## config.mk

```make
export PLATFORM = sky130hd
export DESIGN_NAME = hazard_ctrl
export DESIGN_NICKNAME = d
export VERILOG_FILES = /design/src/rtl/hazard_ctrl.sv
export SDC_FILE = /design/constraint.sdc
export NUM_CORES = 1
export LEC_CHECK = 0
export ABC_AREA = 1
export CAP_MARGIN = 20
export CORE_MARGIN = 1
export CORE_UTILIZATION = 35
export CTS_BUF_LIST = sky130_fd_sc_hd__clkbuf_16
export CTS_CLUSTER_DIAMETER = 30
export DETAILED_ROUTE_END_ITERATION = 10
export GPL_ROUTABILITY_DRIVEN = 0
export GPL_TIMING_DRIVEN = 0
export SLEW_MARGIN = 20
export SYNTH_ARGS = -nofsm -noshare
export SYNTH_HDL_FRONTEND = slang
export SYNTH_SLANG_ARGS = --single-unit
```

## constraint.sdc

```tcl
create_clock -name clk -period 4.1 [get_ports clk]
set_input_delay 1.23 -clock clk [delete_from_list [all_inputs] [get_ports clk]]
set_output_delay 1.23 -clock clk [all_outputs]
set_load 0.02 [all_outputs]
```

## src/rtl/hazard_ctrl.sv

```systemverilog
// hazard_ctrl -- pipeline hazard controller for the 5-stage RISC-V core.
//
// Produces the Stall/Flush controls for the F, D, E and M pipeline registers
// and the E-stage operand forwarding selects. It sequences:
//   - load-use stalls (one bubble),
//   - taken-branch flushes (resolved in E),
//   - multi-cycle data-memory waits, guarded by a watchdog.
// It also keeps saturating performance counters for stalls and flushes.
//
// Ports:
//   clk, rst              clock, synchronous active-high reset
//   Rs1D, Rs2D            decode-stage source registers
//   Rs1E, Rs2E, RdE       execute-stage source/destination registers
//   ResultSrcE            execute-stage result select (2'b01 = load)
//   RdM, RegWriteM        memory-stage destination and write enable
//   RdW, RegWriteW        writeback-stage destination and write enable
//   PCSrcE                branch/jump taken in E
//   MemReqM, MemReadyM    data-memory request present / access completes
//   StallF/D/E/M          hold the PC and the D/E/M registers
//   FlushD/E              clear the D/E registers
//   ForwardAE/BE          00 regfile, 01 W result, 10 M ALU result
//   MemErr                sticky watchdog error
//   StallCycles           saturating count of cycles with StallD=1
//   FlushCount            saturating count of taken-branch flushes
//
// All control outputs are combinational from the inputs and registered state.
module hazard_ctrl #(
  parameter int MEM_TIMEOUT = 64,
  parameter int CNT_W       = 32
) (
  input  logic             clk,
  input  logic             rst,
  input  logic [4:0]       Rs1D,
  input  logic [4:0]       Rs2D,
  input  logic [4:0]       Rs1E,
  input  logic [4:0]       Rs2E,
  input  logic [4:0]       RdE,
  input  logic [1:0]       ResultSrcE,
  input  logic [4:0]       RdM,
  input  logic             RegWriteM,
  input  logic [4:0]       RdW,
  input  logic             RegWriteW,
  input  logic             PCSrcE,
  input  logic             MemReqM,
  input  logic             MemReadyM,
  output logic             StallF,
  output logic             StallD,
  output logic             StallE,
  output logic             StallM,
  output logic             FlushD,
  output logic             FlushE,
  output logic [1:0]       ForwardAE,
  output logic [1:0]       ForwardBE,
  output logic             MemErr,
  output logic [CNT_W-1:0] StallCycles,
  output logic [CNT_W-1:0] FlushCount
);

  localparam int WC_W = $clog2(MEM_TIMEOUT + 1);

  typedef enum logic [1:0] {RUN, MEM_WAIT, ERR} state_t;

  state_t           state;
  logic [WC_W-1:0]  wait_cnt;
  logic [WC_W-1:0]  wait_cnt_inc;
  logic             mem_err;
  logic             load_use;
  logic             mem_block;
  logic             branch_flush;

  function automatic logic [1:0] fwd_sel(input logic [4:0] rs,
                                         input logic [4:0] rd_m,
                                         input logic       we_m,
                                         input logic [4:0] rd_w,
                                         input logic       we_w);
    if (we_m && rd_m != 5'd0 && rd_m == rs)      return 2'b10;
    else if (we_w && rd_w != 5'd0 && rd_w == rs) return 2'b01;
    else                                         return 2'b00;
  endfunction

  function automatic logic [CNT_W-1:0] sat_inc(input logic [CNT_W-1:0] v);
    return (&v) ? v : v + CNT_W'(1);
  endfunction

  assign wait_cnt_inc = wait_cnt + WC_W'(1);
  assign MemErr       = mem_err;

  always_comb begin
    load_use = (ResultSrcE == 2'b01) && (RdE != 5'd0) &&
               ((RdE == Rs1D) || (RdE == Rs2D));

    // Everything frozen: an outstanding memory access in RUN, a still-pending
    // one in MEM_WAIT, or the error state. A frozen E ignores branch/load-use.
    case (state)
      RUN:      mem_block = MemReqM && !MemReadyM;
      MEM_WAIT: mem_block = !MemReadyM;
      default:  mem_block = 1'b1;
    endcase

    branch_flush = !rst && !mem_block && PCSrcE;

    StallF    = 1'b0;
    StallD    = 1'b0;
    StallE    = 1'b0;
    StallM    = 1'b0;
    FlushD    = 1'b0;
    FlushE    = 1'b0;
    ForwardAE = 2'b00;
    ForwardBE = 2'b00;

    if (rst) begin
      FlushD = 1'b1;
      FlushE = 1'b1;
    end else begin
      ForwardAE = fwd_sel(Rs1E, RdM, RegWriteM, RdW, RegWriteW);
      ForwardBE = fwd_sel(Rs2E, RdM, RegWriteM, RdW, RegWriteW);
      if (mem_block) begin
        StallF = 1'b1;
        StallD = 1'b1;
        StallE = 1'b1;
        StallM = 1'b1;
      end else if (PCSrcE) begin
        // The load's dependent instruction is discarded, so no stall needed.
        FlushD = 1'b1;
        FlushE = 1'b1;
      end else if (load_use) begin
        StallF = 1'b1;
        StallD = 1'b1;
        FlushE = 1'b1;
      end
    end
  end

  always_ff @(posedge clk) begin
    if (rst) begin
      state       <= RUN;
      wait_cnt    <= '0;
      mem_err     <= 1'b0;
      StallCycles <= '0;
      FlushCount  <= '0;
    end else begin
      if (StallD)       StallCycles <= sat_inc(StallCycles);
      if (branch_flush) FlushCount  <= sat_inc(FlushCount);

      case (state)
        RUN: begin
          if (MemReqM && !MemReadyM) begin
            wait_cnt <= WC_W'(1);
            if (MEM_TIMEOUT <= 1) begin
              state   <= ERR;
              mem_err <= 1'b1;
            end else begin
              state <= MEM_WAIT;
            end
          end
        end
        MEM_WAIT: begin
          if (MemReadyM) begin
            state    <= RUN;
            wait_cnt <= '0;
          end else begin
            wait_cnt <= wait_cnt_inc;
            if (wait_cnt_inc >= WC_W'(MEM_TIMEOUT)) begin
              state   <= ERR;
              mem_err <= 1'b1;
            end
          end
        end
        ERR: mem_err <= 1'b1;
        default: state <= RUN;
      endcase
    end
  end

endmodule
```

Word-level counts from Yosys, hierarchy flattened
Cells that the tools add are included.
{"block": "classes", "addsub": 3, "order_cmp": 1, "eq_ne": 13, "muxes": 29, "n_bitwise": 3, "n_reduce_logical": 28}
{"operator": "$add A32 B1 Y32 const B", "count": 2}
{"operator": "$reduce_and A32 Y1", "count": 2}
{"operator": "$eq A5 B5 Y1", "count": 6}
{"operator": "$mux W1", "count": 16}
{"operator": "$reduce_bool A5 Y1", "count": 3}
{"operator": "$mux W2", "count": 7}
{"operator": "$mux W7", "count": 2}
{"operator": "$pmux W7 S2", "count": 1}
{"operator": "$logic_and A1 B1 Y1", "count": 11}
{"operator": "$add A7 B1 Y7 const B", "count": 1}
{"operator": "$ge A7 B7 Y1 const B", "count": 1}
{"operator": "$ne A2 B2 Y1 const B", "count": 3}
{"operator": "$pmux W2 S3", "count": 1}
{"operator": "$reduce_and A2 Y1", "count": 3}
{"operator": "$reduce_and A3 Y1", "count": 2}
{"operator": "$eq A2 B1 Y1 const B", "count": 2}
{"operator": "$pmux W1 S2", "count": 2}
{"operator": "$reduce_bool A2 Y1", "count": 2}
{"operator": "$logic_not A1 Y1", "count": 3}
{"operator": "$ne A3 B3 Y1 const B", "count": 1}
{"operator": "$not A1 Y1", "count": 3}
{"operator": "$eq A2 B2 Y1 const B", "count": 1}
{"operator": "$logic_not A2 Y1", "count": 1}
{"operator": "$logic_or A1 B1 Y1", "count": 1}
{"block": "word_totals", "reg_bits": 74, "in_bits": 44, "wordCells": 82}

Depth between registers and ports, before layout
Gate-level depths: netlist of run 1.
{"block": "depth", "depth_word": 8, "depth_mapped": 12, "mapped_depth_nobuf": 12}

Least setup slack after synthesis of run 1
No wires, ideal clock.
{"block": "synth_timing", "path_type": "in2out", "from": "in MemReadyM", "to": "out StallF", "arrival_ns": 2.669, "setup_slack_ns": 0.201, "cell_stages": 9, "n_path_buf": 2, "cell_sequence": "inv_1 nand2_1 nand2_1 nand2_2 a21oi_4 buf_2 inv_1 a21oi_1 buf_4"}
{"block": "synth_via", "elab_chain_cells": 5}
{"element": "from (decl)", "line": "45", "source": "input logic MemReadyM,"}
{"element": "$logic_not A1 Y1 (*)", "line": "95, 96"}
{"element": "$logic_and A1 B1 Y1", "line": "95", "source": "RUN: mem_block = MemReqM && !MemReadyM;"}
{"element": "$pmux W1 S2 (*)", "line": "94", "source": "case (state)"}
{"element": "$mux W1 (*) (2 in a row)"}
{"element": "to (decl)", "line": "46", "source": "output logic StallF,"}
Every way passes the cells marked *; elsewhere a longest branch is shown, timed or not.

Final worst setup path of run 1
{"block": "layout_timing", "from": "in RdM[2]", "to": "out ForwardBE[0]"}
{"block": "layout_via", "elab_chain_cells": 5, "elab_cells_between_ends": 6, "classes_between": "1 x eq/ne; 2 x mux; 3 x reduce/logical"}
{"element": "from (decl)", "line": "39", "source": "input logic [4:0] RdM,"}
{"element": "$reduce_bool A5 Y1", "line": "76", "source": "if (we_m && rd_m != 5'd0 && rd_m == rs) return 2'b10;"}
{"element": "$logic_and A1 B1 Y1", "line": "76"}
{"element": "$logic_and A1 B1 Y1 (*)", "line": "76"}
{"element": "$mux W2 (*)", "line": "76"}
{"element": "$mux W2 (*)", "line": "111", "source": "if (rst) begin"}
{"element": "to (decl)", "line": "53", "source": "output logic [1:0] ForwardBE,"}
Marked as above.

==> impl_metrics.tcl, run 1 <==
set metrics [dict create \
    synth_edf_count 0 \
    clockBufferDepth 2 \
    rsz0062_at_grt "false" \
    core_mm2 0.0145 \
    hold_viol 0 \
    synthFlopType "dfxtp_1" \
    hp-class "register to register" \
    mostFrequentLayoutCells "nand2_1, nor2_1, clkdlybuf4s50_1" \
    avgSynthCellArea_um2 6.32 \
    crit_type "primary input to output pin" \
    cts_htree_levels 3 \
    fin_crit_ns 4.01 \
    fillers 1497 \
    period_share_pct 97.9 \
    max_slew_margin_pct 59.4 \
    numCtsBuffers 9 \
    wirelength_mm 15.7 \
    syn_area_mm2 0.00517 \
    rr_endpoint "StallCycles[22]" \
    die_x_um 123 \
    hold_depth 1 \
    ys_types 41 \
    crit_end "ForwardBE[0]" \
    worst-path-max-fanout 3 \
    ys_async_sr_fraction_pct 0 \
    antenna_cells 0 \
    first_global_vias 5217 \
    reg2reg_depth 10 \
    crit_required_ns 2.87 \
    viasPerCell 4.88 \
    syn2layout_area_growth_pct 33.6 \
    cts_hold_buf 0 \
    worstPathArrival_ns 2.78 \
    postSynthNetCount 864 \
    finalSetupTns_ns 0 \
    worstMarginPinSlew_ns 0.608 \
    endpoint_kind "output pin" \
    drtPass1Iterations 5 \
    p_leak_nw 2.49 \
    place_inst 1118 \
    pin_count 119 \
    cts_tree "yes" \
    grt_pass1_wl_mm 25.8 \
    cp-startpoint "RdM[2]" \
    start_util_pct 35.7 \
    grt_max_degree 15 \
    power-per-cell-area_mw_per_mm2 248 \
    drv_cap 0 \
    drcViolationCount 0 \
    nets 994 \
    finalClockSkew_ns 0.00743 \
    status "finished clean" \
    globalRouteOverflowTotal 0 \
    synthSimpleGateAreaFrac_pct 42.8 \
    critPathLaunchType "primary input" \
    rows 44 \
    synthAdderAreaFrac_pct 0.727 \
    antenna_found_initial 0 \
    track_usage_pct 21.7 \
    final_common_cell "nand2_1" \
    yosysWarnings 0 \
    die_h_um 123 \
    die_area_mm2 0.0153 \
    final-setup-viol-count 0 \
    ys_seq_area_share_pct 28.7 \
    ant_nets 0 \
    cts_root_buf "clkbuf_16" \
    dp.final_hpwl_mm 12.4 \
    drv_slew 0 \
    fin_cells 1136 \
    synth_top_family_by_area "simple AND/OR/NAND/NOR gates" \
    synth_compound_area_share_pct 9.88 \
    wl_per_cell_um 13.8 \
    peakVddDrop_mv 0.182 \
    synthMuxAreaShare_pct 0 \
    clock_latency_ns 0.35 \
    layout-drive-gt1-share_pct 9.14 \
    synthCells 817 \
    drt_iter0_markers 303 \
    port_buffers 117 \
    ys_ff_latch 74 \
    dr_total_vias 5541 \
    max_freq_mhz 249 \
    cts.sink_count 74 \
    reg2reg_from "StallCycles[0]" \
    synth_xor_area_share_pct 10.0 \
    rrSetupSlack_ns 1.90 \
    clk_pin_slew_ns 0.06 \
]
[where the power goes]
part / switching [mW] / internal, mW
clock network: 0.346 / 0.414
logic: 0.128 / 0.0948
registers: 0.00476 / 0.723
[how the worst min path moves through the flow]
stage | startpoint | to | slack [ns]
3_5_place_dp | wait_cnt[5] | wait_cnt[5] | 0.45
6_report | wait_cnt[5] | wait_cnt[5] | 0.46
2_1_floorplan | wait_cnt[5] | wait_cnt[5] | 0.43
5_1_grt | wait_cnt[5] | wait_cnt[5] | 0.49
4_1_cts | wait_cnt[5] | wait_cnt[5] | 0.46
3_3_place_gp | wait_cnt[5] | wait_cnt[5] | 0.45
[synthesized netlist by cell type, types with 10 or more instances]
cell type  instances  area, um2
nor2_1           110        413
nand3b_1          16        120
inv_1             55        206
xnor2_1           20        175
nand4_1           40        250
nand3_1           20        100
xor2_1            39        342
nand2_2           13       81.3
a21oi_2           10       87.6
a21oi_1           60        300
dfxtp_1           74       1480
nand2_1          266        998
nor3_1            23        115
[metrics by stage]
| step | area [um2] | worst slack [ns] | hold WS, ns | utilization (%) | power, mW |
|---|---|---|---|---|---|
| after floorplan | 5170 | 0.201 | 0.427 | - | 0.861 |
| after global placement | 6570 | -0.759 | 0.450 | 45.4 | 0.959 |
| after detailed placement | 6570 | -0.751 | 0.448 | 45.4 | 0.960 |
| after CTS | 6870 | 0.0139 | 0.458 | 47.5 | 1.72 |
| after global routing | 6900 | 0.0124 | 0.488 | 47.7 | 1.78 |
| final | 6900 | 0.0880 | 0.460 | 47.7 | 1.71 |
[registers in the layout, indices dropped and copies added (netlist names)]
name,cells
MemErr,1
state,2
wait_cnt,7
FlushCount,32
StallCycles,32
[final cells by class]
cell class                 count  area, um2  share of cell area, %
clock inverter                 7       56.3                  0.816
clock buffer                   9        225                   3.26
timing repair buffer         119       1160                   16.8
multi-input combinational    654       3330                   48.3
inverter                      60        225                   3.26
buffer                        29        190                   2.76
sequential                    74       1480                   21.5
tap                          184        230                   3.34
[critical path: stages]
cell and delay [ns]:
clkdlybuf4s50_1 0.47, nor2_1 0.14, nand2_1 0.06, o21ai_1 0.34
nor4_4 0.08, nor2_1 0.10, dlygate4sd2_1 0.35
[cell families (layout without fill, tap and decap cells)]
kind of cell    after synthesis  count (layout)
compound gates               87              87
xor+xnor                     59              59
flops                        74              74
fa+ha+maj                     3               3
buf+inv                      89             224
simple gates                505             505
[metal layers]
metal	GRT usage, %	vias to the layer above	wire (um)
li1	-	2922	-
met1	26.5	2457	7040
met2	38.3	142	7630
met3	3.27	20	700
met4	8.13	0	286
met5	0	-	0
[timing repair]
item | 4_1_cts | 5_1_grt
pin swaps | 1 | 1
setup endpoints to repair | 10 | 5
setup buffers | 1 | 1
gates resized for setup | 28 | 12
Power figures use the tool's default switching activity.
==> inputs of run 2 (changes only) <==
--- a/config.mk
+++ b/config.mk
@@ -5,15 +5,15 @@
 export SDC_FILE = /design/constraint.sdc
 export NUM_CORES = 1
 export LEC_CHECK = 0
-export ABC_AREA = 1
 export CAP_MARGIN = 20
 export CORE_MARGIN = 1
-export CORE_UTILIZATION = 35
+export CORE_UTILIZATION = 50
 export CTS_BUF_LIST = sky130_fd_sc_hd__clkbuf_16
 export CTS_CLUSTER_DIAMETER = 30
 export DETAILED_ROUTE_END_ITERATION = 10
 export GPL_ROUTABILITY_DRIVEN = 0
 export GPL_TIMING_DRIVEN = 0
+export PLACE_DENSITY = 0.83
 export SLEW_MARGIN = 20
 export SYNTH_ARGS = -nofsm -noshare
 export SYNTH_HDL_FRONTEND = slang
==> run 2 against run 1 <==
  * Routed wire length decreased by 19%
  * Combinational power decreased by 20%
  * Clock skew increased by 0.0022 ns
  * Core utilization increased by 27 points
  * Area after synthesis decreased by 19%
==> impl_metrics.tcl, run 2 <==
set metrics [dict create \
    yosys.area.top_type "dfxtp_1" \
    pin_count 119 \
    track_usage_pct 29.9 \
    dr_total_vias 4558 \
    synthCells 513 \
    dp.final_hpwl_mm 8.99 \
    crit_end "ForwardAE[0]" \
    synthAdderAreaFrac_pct 0.900 \
    rrSetupSlack_ns 1.51 \
    crit_required_ns 2.87 \
    cts_root_buf "clkbuf_16" \
    synth_compound_area_share_pct 12.2 \
    synth_top_area_share_pct 35.5 \
    netlist_top_cells_count "dfxtp_1, nor2_1, xnor2_1" \
    crit_type "primary input to output pin" \
    crit_buf_inv 3 \
    max_stage_delay_ns 0.42 \
    ys_ff_latch 74 \
    syn2layout_area_growth_pct 40.6 \
    critPathLaunchType "primary input" \
    yosysWarnings 0 \
    hp-class "register to register" \
    wl_per_cell_um 16.8 \
    ant_nets 0 \
    nets 695 \
    drtPass1Iterations 5 \
    drv_cap 0 \
    mostFrequentLayoutCells "clkdlybuf4s50_1, dfxtp_1, nor2_1" \
    finalClockSkew_ns 0.00965 \
    path_cells "dlygate4sd2_1 -> or4_1 -> o21ai_2 -> buf_4 -> nor3_1 -> nor4_2 -> buf_2" \
    utilization_pct 74.3 \
    antenna_found_initial 0 \
    rr_endpoint "StallCycles[28]" \
    die_x_um 93.3 \
    power-per-cell-area_mw_per_mm2 299 \
    first_global_vias 4377 \
    ys_seq_area_share_pct 35.5 \
    clockBufferDepth 2 \
    rsz0062_at_grt "true" \
    ys_async_sr_fraction_pct 0 \
    status "finished clean" \
    drcViolationCount 0 \
    cts_hold_buf 0 \
    period_share_pct 99.1 \
    wirelength_mm 12.7 \
    cts_htree_levels 3 \
    layout-drive-gt1-share_pct 10.3 \
    antenna_cells 0 \
    reg2reg_depth 7 \
    worstMarginPinSlew_ns 0.762 \
    syn_area_mm2 0.00417 \
    finalSetupTns_ns 0 \
    hold_depth 2 \
    synthSimpleGateAreaFrac_pct 32.5 \
    final-setup-viol-count 0 \
    synth_area_leaders "dfxtp_1, xnor2_1, xor2_1, nor2_1, a21oi_1" \
    cp_slowest_cell "or4_1" \
    synth_xor_area_share_pct 12.8 \
    synth_edf_count 0 \
    synthMuxAreaShare_pct 1.86 \
    cp-startpoint "RdM[1]" \
    peakVddDrop_mv 0.303 \
    numCtsBuffers 9 \
    worstPathArrival_ns 2.83 \
    start_util_pct 52.9 \
    reg2reg_from "StallCycles[3]" \
    avgSynthCellArea_um2 8.13 \
    final_common_cell "clkdlybuf4s50_1" \
    die_area_mm2 0.00871 \
    core_mm2 0.00789 \
    crit_family "simple AND/OR/NAND/NOR gates" \
    cts.sink_count 74 \
    grt_max_degree 14 \
    clk_pin_slew_ns 0.06 \
    yosysMostFrequentCell "dfxtp_1" \
    clock_latency_ns 0.34 \
    drt_iter0_markers 345 \
    viasPerCell 6.04 \
    max_freq_mhz 246 \
    worst-path-max-fanout 3 \
    hold_viol 0 \
    postSynthNetCount 560 \
    synth_top_family_by_area "simple AND/OR/NAND/NOR gates" \
    die_h_um 93.3 \
    rows 32 \
    port_buffers 118 \
    crit_cells 7 \
    endpoint_kind "output pin" \
    globalRouteOverflowTotal 0 \
    top_regs "FlushCount: 32 flops, StallCycles: 32 flops, wait_cnt: 7 flops" \
    drv_slew 0 \
    ys_types 48 \
    max_slew_margin_pct 48.6 \
    cts_tree "yes" \
    fillers 604 \
    synthFlopType "dfxtp_1" \
    grt_pass1_wl_mm 20.5 \
    p_leak_nw 1.99 \
    fin_crit_ns 4.06 \
]
[run 2: changes by cell type in the layout (fill, tap and decap cells not counted), moves of 19 or more]
| cell | previous run | this run |
|---|---|---|
| clkdlybuf4s50_1 | 105 | 86 |
| nand4_1 | 40 | 20 |
| a21oi_1 | 59 | 29 |
| nand2_1 | 265 | 30 |
| inv_1 | 55 | 11 |
| nor2_1 | 110 | 54 |
[run 2: power by group]
group	switching [mW]	total, mW	internal, mW
registers	0.00515	0.729	0.723
logic	0.0975	0.178	0.0802
clock network	0.312	0.844	0.533
[run 2: worst min path at each step]
| stage | from | end | slack, ns |
|---|---|---|---|
| floorplan | wait_cnt[6] | wait_cnt[6] | 0.47 |
| global placement | MemErr | MemErr | 0.44 |
| detailed placement | MemErr | MemErr | 0.44 |
| CTS | MemErr | MemErr | 0.45 |
| global route | MemErr | MemErr | 0.46 |
| finish | MemErr | MemErr | 0.45 |
[run 2: routing by layer]
layer / GRT usage (%) / wire [um] / vias to the layer above
met4: 12.4 / 310 / 0
li1: - / - / 2149
met5: 0 / 0 / -
met1: 35.3 / 5180 / 2146
met3: 7.15 / 1050 / 37
met2: 51.6 / 6150 / 226
[run 2: stage by stage]
stage / instance area [um2] / power (mW) / std cells / hold slack [ns] / worst slack, ns
after floorplan: 4170 / 0.825 / 513 / 0.467 / 0.00182
after global placement: 5480 / 0.909 / 733 / 0.435 / -0.965
after detailed placement: 5480 / 0.915 / 733 / 0.439 / -1.02
after CTS: 5840 / 1.75 / 753 / 0.448 / -0.00887
after global routing: 5860 / 1.80 / 755 / 0.463 / -0.0144
final: 5860 / 1.75 / 755 / 0.450 / 0.0370
[run 2: cells by family after synthesis]
group	count (synthesis)
mux	7
buf+inv	40
compound gates	81
xor+xnor	61
flops	74
simple gates	247
fa+ha+maj	3
[run 2: repair_timing]
item                                    4_1_cts  5_1_grt
buffers inserted                              4        2
endpoints found under the setup margin       10        5
resized for setup                            68        9
pin swaps                                     4        7
[run 2: area by class of cell]
| cell class | instances | area (um2) | share of cell area [%] |
|---|---|---|---|
| buffer | 29 | 145 | 2.48 |
| clock buffer | 9 | 225 | 3.84 |
| clock inverter | 7 | 93.8 | 1.60 |
| inverter | 11 | 41.3 | 0.704 |
| multi-input combinational | 399 | 2570 | 43.8 |
| sequential | 74 | 1480 | 25.3 |
| tap | 102 | 128 | 2.18 |
| timing repair buffer | 124 | 1180 | 20.1 |
[run 2: tightest hold or removal path: cells and delay by family (launching register included)]
family | cells | cell delay, ns
DFF | 1 | 0.31
buffers and inverters | 1 | 0.05
AOI/OAI and AO/OA | 1 | 0.05
==> inputs of run 3 (changes only) <==
--- a/config.mk
+++ b/config.mk
@@ -6,6 +6,7 @@
 export NUM_CORES = 1
 export LEC_CHECK = 0
 export CAP_MARGIN = 20
+export CORE_ASPECT_RATIO = 1.75
 export CORE_MARGIN = 1
 export CORE_UTILIZATION = 50
 export CTS_BUF_LIST = sky130_fd_sc_hd__clkbuf_16
@@ -13,8 +14,7 @@
 export DETAILED_ROUTE_END_ITERATION = 10
 export GPL_ROUTABILITY_DRIVEN = 0
 export GPL_TIMING_DRIVEN = 0
-export PLACE_DENSITY = 0.83
-export SLEW_MARGIN = 20
+export PLACE_DENSITY_LB_ADDON = 0.12
 export SYNTH_ARGS = -nofsm -noshare
 export SYNTH_HDL_FRONTEND = slang
 export SYNTH_SLANG_ARGS = --single-unit
==> run 3 against run 2 <==
  * The flow now finishes with violations (DRC)
  * Sequential share of layout area grew 0.11 points
  * Setup slack gained 0.0087 ns
  * Maximum frequency grew 0.21%
  * Hold slack gained 0.042 ns
  * Non-clock buffer count shrank 2
  * Cell area shrank 0.43%
  * Sequential power is essentially flat
  * Clock-buffer cell count is the same
  * Core utilization shrank 1.5 points
  * Critical endpoint unchanged
  * Largest cell class unchanged
  * Largest power group is now sequential cells
==> impl_metrics.tcl, run 3 (synthesis results as in run 2) <==
set metrics [dict create \
    antenna_cells 0 \
    reg2reg_from "StallCycles[3]" \
    start_util_pct 52.0 \
    reg2reg_depth 8 \
    final-setup-viol-count 0 \
    drcViolationCount 7 \
    worstPathArrival_ns 2.82 \
    hp-class "register to register" \
    die_area_mm2 0.00872 \
    grt_max_degree 14 \
    design_area_mm2 0.00584 \
    worst_slack_ns 0.0457 \
    grt_pass1_wl_mm 19.6 \
    failed_checks "DRC" \
    utilization_pct 72.8 \
    peakVddDrop_mv 0.238 \
    status "finished with violations" \
    layout-drive-gt1-share_pct 11.2 \
    finalClockSkew_ns 0.00510 \
    clk_pin_slew_ns 0.06 \
    core_mm2 0.00802 \
    max_stage_delay_ns 0.56 \
    die_x_um 71.0 \
    wl_per_cell_um 16.8 \
    max_freq_mhz 247 \
    crit_type "primary input to output pin" \
    ant_nets 0 \
    critPathLaunchType "primary input" \
    port_buffers 118 \
    min_from "MemErr" \
    rr_endpoint "StallCycles[1]" \
    cts_tree "yes" \
    wirelength_mm 12.5 \
    top_regs "FlushCount: 32 flops, StallCycles: 32 flops, wait_cnt: 7 flops" \
    rsz0062_at_grt "true" \
    drt_iter0_markers 316 \
    holdWs_ns 0.492 \
    period_share_pct 98.9 \
    clockBufferDepth 2 \
    syn2layout_area_growth_pct 40.0 \
    numCtsBuffers 9 \
    endpoint_kind "output pin" \
    antenna_found_initial 0 \
    clock_latency_ns 0.34 \
    worst-path-max-fanout 3 \
    cts_htree_levels 3 \
    cts_root_buf "clkbuf_16" \
    drv_slew 0 \
    track_usage_pct 28.7 \
    viasPerCell 6.01 \
    cts_hold_buf 0 \
    placed_cell_area_mm2 0.00546 \
    fin_crit_ns 4.05 \
    hold_end "MemErr" \
    dpl_worst_slack_ns -1.08 \
    max_slew_margin_pct 50.1 \
    nets 693 \
    drtPass1Iterations 8 \
    rows 43 \
    rrSetupSlack_ns 1.53 \
    worstMarginPinSlew_ns 0.740 \
    cp_slowest_cell "or4_4" \
    globalRouteOverflowTotal 0 \
    mostFrequentLayoutCells "clkdlybuf4s50_1, dfxtp_1, nor2_1" \
    die_h_um 123 \
    final_common_cell "clkdlybuf4s50_1" \
    fin_cells 741 \
    place_inst 721 \
    p_leak_nw 2.01 \
    dr_total_vias 4454 \
    path_cells "dlymetal6s2s_1 -> or4_4 -> o21ai_4 -> buf_4 -> nor3_1 -> nor4_2 -> buf_2" \
    crit_required_ns 2.87 \
    dp.final_hpwl_mm 9.27 \
    cts.sink_count 74 \
    hold_viol 0 \
    pin_count 119 \
    hold_depth 2 \
    power-per-cell-area_mw_per_mm2 280 \
    drv_cap 0 \
    first_global_vias 4283 \
]
## run 3: through the flow
stage | power (mW) | TNS (ns)
finish | 1.63 | 0
global route | 1.69 | -0.0314
CTS | 1.63 | -0.0221
detailed placement | 0.916 | -6.67
global placement | 0.911 | -6.45
floorplan | 0.825 | 0
## run 3: critical path, delay by kind of cell
kind                   cells  cell delay [ns]
AND/OR/NAND/NOR            3             0.90
buffers and inverters      3             0.51
AO/OA/AOI/OAI              1             0.18
## run 3: where the power goes
part | internal (mW) | switching (mW) | total, mW
registers | 0.723 | 0.00534 | 0.729
logic | 0.0795 | 0.0985 | 0.178
clock network | 0.407 | 0.319 | 0.726
## run 3: worst max path at each step
stage | startpoint | end | slack, ns | depth (start not counted)
finish | RdM[4] | ForwardAE[0] | 0.05 | 7
global route | RdM[4] | ForwardAE[0] | -0.02 | 7
CTS | Rs1E[4] | ForwardAE[0] | -0.02 | 5
detailed placement | rst | StallM | -1.08 | 7
global placement | rst | StallM | -1.05 | 7
floorplan | RdM[1] | ForwardAE[0] | 0.002 | 4
## run 3: timing repair
item / CTS / global route
endpoints found under the setup margin: 10 / 7
resized for setup: 64 / 31
pin swaps: 7 / 11
hold endpoints to repair: 0 / 0
setup buffers: 2 / 3
## run 3: final cells by class
cell class,instances,area [um2]
plain buffers,29,151
clock buffers,9,225
clock inverters,7,46.3
fillers,637,2180
inverters,11,41.3
multi-input cells,399,2590
flip-flops and latches,74,1480
well taps,90,113
repair buffers,122,1180
## run 3: per-layer routing
metal / wire length (um) / vias to the layer above / global-route usage, %
li1: - / 2144 / -
met1: 4410 / 2106 / 28.1
met2: 6930 / 166 / 54.9
met3: 643 / 38 / 5.75
met4: 483 / 0 / 16.1
met5: 0 / - / 0
